==> src/rtl/crc_ram_scan_ctrl.sv <==
`default_nettype none
// ============================================================================
// Module      : crc_ram_scan_ctrl
// Description : Reads a byte block from the 256x8 CRC RAM, folds it into a
//               CRC-16/CCITT-FALSE and optionally writes the CRC back.
// Revision    : 1.0 - initial release
// ============================================================================
module crc_ram_scan_ctrl #(
    parameter logic [15:0] POLY     = 16'h1021,
    parameter logic [15:0] CRC_INIT = 16'hFFFF
) (
    input  logic        clk,
    input  logic        reset_n,
    input  logic        start,
    input  logic [7:0]  start_addr,
    input  logic [8:0]  length,
    input  logic        write_back,
    input  logic        abort,
    output logic        busy,
    output logic        done,
    output logic        error,
    output logic [15:0] crc_out,
    output logic [7:0]  mem_address,
    output logic        mem_chipselect,
    output logic        mem_write,
    output logic [7:0]  mem_writedata,
    input  logic [7:0]  mem_readdata
);

    localparam logic [2:0] c_IDLE  = 3'd0;
    localparam logic [2:0] c_RD    = 3'd1;
    localparam logic [2:0] c_FOLD  = 3'd2;
    localparam logic [2:0] c_WB_HI = 3'd3;
    localparam logic [2:0] c_WB_LO = 3'd4;
    localparam logic [2:0] c_FIN   = 3'd5;

    logic [2:0]  r_state;
    logic [7:0]  r_base;
    logic [8:0]  r_len;
    logic [8:0]  r_cnt;
    logic        r_wb;
    logic        r_err;
    logic [15:0] r_crc;
    logic [15:0] r_crc_out;
    logic [15:0] w_fold;
    logic        w_len_bad;
    logic [7:0]  w_wb_addr;

    // Eight MSB-first shift/XOR steps unrolled into a single cycle.
    function automatic logic [15:0] f_fold(input logic [15:0] crc, input logic [7:0] data);
        logic [15:0] c;
        c = crc;
        for (int i = 7; i >= 0; i--) begin
            if (c[15] ^ data[i]) c = {c[14:0], 1'b0} ^ POLY;
            else                 c = {c[14:0], 1'b0};
        end
        return c;
    endfunction

    assign w_fold    = f_fold(r_crc, mem_readdata);
    assign w_len_bad = (length == 9'd0) || (length > 9'd256);
    assign w_wb_addr = r_base + r_len[7:0];
    assign crc_out   = r_crc_out;

    always_ff @(posedge clk or negedge reset_n) begin
        if (!reset_n) begin
            r_state   <= c_IDLE;
            r_base    <= 8'd0;
            r_len     <= 9'd0;
            r_cnt     <= 9'd0;
            r_wb      <= 1'b0;
            r_err     <= 1'b0;
            r_crc     <= 16'd0;
            r_crc_out <= 16'd0;
        end else if (r_state == c_IDLE) begin
            if (start) begin
                r_base  <= start_addr;
                r_len   <= length;
                r_wb    <= write_back;
                r_crc   <= CRC_INIT;
                r_cnt   <= 9'd0;
                r_err   <= w_len_bad;
                r_state <= w_len_bad ? c_FIN : c_RD;
            end
        end else if (abort) begin
            r_state <= c_IDLE;
        end else begin
            case (r_state)
                c_RD: begin
                    // The byte addressed in the previous cycle arrives now.
                    if (r_cnt != 9'd0) r_crc <= w_fold;
                    r_cnt <= r_cnt + 9'd1;
                    if (r_cnt == r_len - 9'd1) r_state <= c_FOLD;
                end
                c_FOLD: begin
                    r_crc <= w_fold;
                    if (r_wb) begin
                        r_state <= c_WB_HI;
                    end else begin
                        r_crc_out <= w_fold;
                        r_state   <= c_FIN;
                    end
                end
                c_WB_HI: r_state <= c_WB_LO;
                c_WB_LO: begin
                    r_crc_out <= r_crc;
                    r_state   <= c_FIN;
                end
                default: r_state <= c_IDLE;
            endcase
        end
    end

    always_comb begin
        busy           = (r_state != c_IDLE);
        done           = (r_state == c_FIN);
        error          = (r_state == c_FIN) && r_err;
        mem_chipselect = 1'b0;
        mem_write      = 1'b0;
        mem_address    = 8'd0;
        mem_writedata  = 8'd0;
        case (r_state)
            c_RD: begin
                mem_chipselect = 1'b1;
                mem_address    = r_base + r_cnt[7:0];
            end
            c_WB_HI: begin
                mem_chipselect = 1'b1;
                mem_write      = 1'b1;
                mem_address    = w_wb_addr;
                mem_writedata  = r_crc[15:8];
            end
            c_WB_LO: begin
                mem_chipselect = 1'b1;
                mem_write      = 1'b1;
                mem_address    = w_wb_addr + 8'd1;
                mem_writedata  = r_crc[7:0];
            end
            default: ;
        endcase
    end

endmodule
`default_nettype wire
==> config.mk <==
export PLATFORM = sky130hd
export DESIGN_NAME = crc_ram_scan_ctrl
export DESIGN_NICKNAME = d
export VERILOG_FILES = /design/src/rtl/crc_ram_scan_ctrl.sv
export SDC_FILE = /design/constraint.sdc
export NUM_CORES = 1
export LEC_CHECK = 0
export ABC_AREA = 1
export CAP_MARGIN = 15
export CORE_MARGIN = 3
export CORE_UTILIZATION = 50
export CTS_BUF_LIST = sky130_fd_sc_hd__clkbuf_16
export DETAILED_ROUTE_END_ITERATION = 10
export PLACE_DENSITY = 0.75
export SYNTH_ARGS = -nofsm -noshare
export SYNTH_HDL_FRONTEND = slang
export SYNTH_SLANG_ARGS = --single-unit
==> constraint.sdc <==
create_clock -name clk -period 3.3 [get_ports clk]
set_input_delay 0.825 -clock clk [delete_from_list [all_inputs] [get_ports clk]]
set_output_delay 0.825 -clock clk [all_outputs]
set_load 0.01 [all_outputs]
==> impl_metrics.py <==
metrics = {
    "final_layout": {
        "most-common-layout-cells": "181 x nand2_1, 86 x inv_1, 63 x dfrtp_1",
        "final_common_cell": "nand2_1",
        "final_cells": 817,
        "post-route-util_pct": 66.2,
        "antenna_cells": 0,
        "num-nets-final": 758,
        "area_growth_syn_to_layout_pct": 25.4,
        "drive_gt1_share_pct": 8.57,
        "nFillCells": 719,
    },
    "die": {
        "core_mm2": 0.00842,
        "io_pins": 67,
        "die_h_um": 100,
        "placementRows": 33,
        "start_util_pct": 52.8,
        "dieArea_mm2": 0.0101,
        "floorplan.die.width_um": 100,
    },
    "cts": {
        "root_buffer": "clkbuf_16",
        "numCtsBuffers": 9,
        "cts.sinks": 63,
        "insertion_delay_ns": 0.33,
        "cts.clk_slew.worst_paths_ns": 0.05,
        "h-tree-depth": 3,
        "clockBufferDepth": 2,
        "cts_tree": "done",
    },
    "place": {
        "dp.cells": 800,
        "gp_congestion": 0.904,
        "io_buffers": 66,
        "hpwlAfterDp_um": 8780,
    },
    "synth": {
        "synth-seq-cells": 63,
        "yosysTopAreaCell": "dfrtp_1",
        "syn_inst": 628,
        "avgSynthCellArea_um2": 7.09,
        "synthesis.nets": 678,
        "seq_area_frac_synth_pct": 35.4,
        "yosysUniqueCellTypes": 38,
        "yosys-top-cells-area": "dfrtp_1 35%, nand2_1 15%, inv_1 7.2%",
        "netlist_area_mm2": 0.00445,
        "dominantRegCellSynth": "dfrtp_1",
        "synth_edf_count": 0,
        "synth_top_area_share_pct": 35.4,
        "synthArstFlopShare_pct": 100,
        "yosys_warnings": 0,
    },
    "worst_setup_path": {
        "crit_start": "r_len[0]",
        "critical_path_arrival_ns": 2.45,
        "crit_type": "reg -> out",
        "cp.required_ns": 2.47,
        "slowest_stage": "fa_2",
        "start_kind": "flop",
        "reg2reg_from": "r_len[0]",
        "end_kind": "output port",
        "cp_cell_sequence": "ha_2 -> fa_2 -> ha_4 -> inv_1 -> nor2_1 -> nand2_1 -> nor2_2 -> nand2_1 -> nand2_1 -> nand3_1 -> nand2_1 -> buf_2",
        "critPathMaxFanout": 3,
        "cp_common_cell": "nand2_1",
        "slowest_delay_ns": 0.63,
    },
    "sta": {
        "fin_crit_sh_pct": 99.1,
        "maxSlewViolCount": 0,
        "setup_tns_ns": 0,
        "fin_crit_ns": 3.27,
        "whs_ns": 0.410,
        "fmax_mhz": 306,
        "rsz0062_at_grt": "true",
        "hold_viol": 0,
        "tightest_slew_ns": 0.523,
        "setup-violations-final": 0,
        "fin_skew_ns": 0.00414,
        "max-slew-margin-rel_pct": 65.1,
    },
    "routing": {
        "wirelength_um": 11900,
        "drc": 0,
        "drt_first_pass_iters": 4,
        "vias": 4411,
        "detail-route-antenna-nets": 0,
        "drt_iter0_markers": 268,
        "via_per_inst": 5.40,
        "wl_per_cell_um": 14.6,
    },
    "worst_hold_path": {
        "hp-class": "in -> async",
    },
    "job": {
        "maxCapViolCount": 0,
    },
    "grt": {
        "grt_antenna_before_repair": 0,
        "gr-usage-all-layers_pct": 24.2,
        "grt_max_degree": 30,
        "grt_pass1_wl_um": 19500,
        "grt_overflow": 0,
        "grt_pass1_vias": 4235,
    },
    "power": {
        "finalPower_uw": 5970,
        "vdd_drop_max_mv": 0.473,
        "p_leak_uw": 0.00280,
        "power_density_mw_per_mm2": 1070,
    },
    "status": {
        "status": "finished, final reports clean",
    },
}
through the flow:
step                      area, um^2  setup WS (ns)
final                           5580         0.0296
after detailed placement        5280        -0.0412
after CTS                       5540       -0.00566
after global placement          5280         0.0447
after global routing            5580         -0.117
after floorplan                 4450          0.574
per-layer routing:
metal | wire length [um] | track usage, %
met1 | 5310 | 33.2
met2 | 5590 | 38.8
met3 | 870 | 5.07
met4 | 119 | 6.42
met5 | 0 | 0
area by class of cell:
class | count | area (um^2) | share of cell area, %
multi-input combinational | 464 | 2530 | 45.4
inverter | 88 | 330 | 5.92
timing repair buffer | 82 | 753 | 13.5
clock buffer | 9 | 225 | 4.04
clock inverter | 6 | 30.0 | 0.538
sequential | 63 | 1580 | 28.3
tap | 105 | 131 | 2.35
synth_stat cells (2+ instances only):
cell      instances
nand2_1         183
inv_1            85
dfrtp_1          63
nor2_1           47
o21ai_0          46
nand3_1          39
a21oi_1          30
xor2_1           26
ha_1             18
nand4_1          12
xnor2_1          12
a22oi_1           8
o21a_1            7
buf_2             5
clkbuf_1          5
nor3_1            5
inv_2             3
nand3b_1          3
o211ai_1          3
o31ai_1           3
or2_2             3
a21oi_2           2
a31oi_1           2
and2_1            2
fa_1              2
nand2_2           2
final timing paths:
check	depth (start not counted)	slack, ns	end
worst max register to register	16	1.16	r_state[2]
min in group clk	2	0.48	crc_out[1]
max in group asynchronous	2	2.20	crc_out[11]
worst min register to register	2	0.48	crc_out[1]
worst max-delay path	12	0.03	mem_address[6]
worst min-delay path	1	0.41	r_len[5]
logic make-up (layout without fill, tap and decap cells):
group	after synthesis	after routing	synth area share (%)
DFF	63	63	35.4
adders and majority gates	20	20	5.96
xor gates and xnor gates	38	38	7.48
and+or+nand+nor	302	302	29.0
AOI/OAI and AO/OA	104	104	13.2
buffers and inverters	101	185	8.91
state kept, by name (all words and copies together) (netlist names):
| name | count |
|---|---|
| crc_out | 16 |
| r_crc | 16 |
| r_cnt | 9 |
| r_len | 9 |
| r_base | 8 |
| r_state | 3 |
| r_err | 1 |
| r_wb | 1 |
worst max-delay path, delay by kind of cell (launching register included):
family / cells / cell delay (ns)
buffers and inverters: 2 / 0.17
adder cells (fa/ha/maj): 3 / 0.99
flip-flops: 1 / 0.38
AND/OR/NAND/NOR: 7 / 0.60
report_power, final:
part / total (uW) / switching [uW] / internal, uW
clock network: 827 / 333 / 493
logic: 3710 / 2220 / 1490
registers: 1430 / 326 / 1100
total: 5970 / 2880 / 3090
timing repair:
action / CTS / global route
hold endpoints to repair: 0 / 0
buffers inserted: 0 / 2
hold buffers: 0 / 0
cloned: 0 / 0
pin swaps: 2 / 11
setup endpoints to repair: 6 / 4
gates resized for setup: 17 / 15
Note: power is estimated with default switching activity, not from simulation.
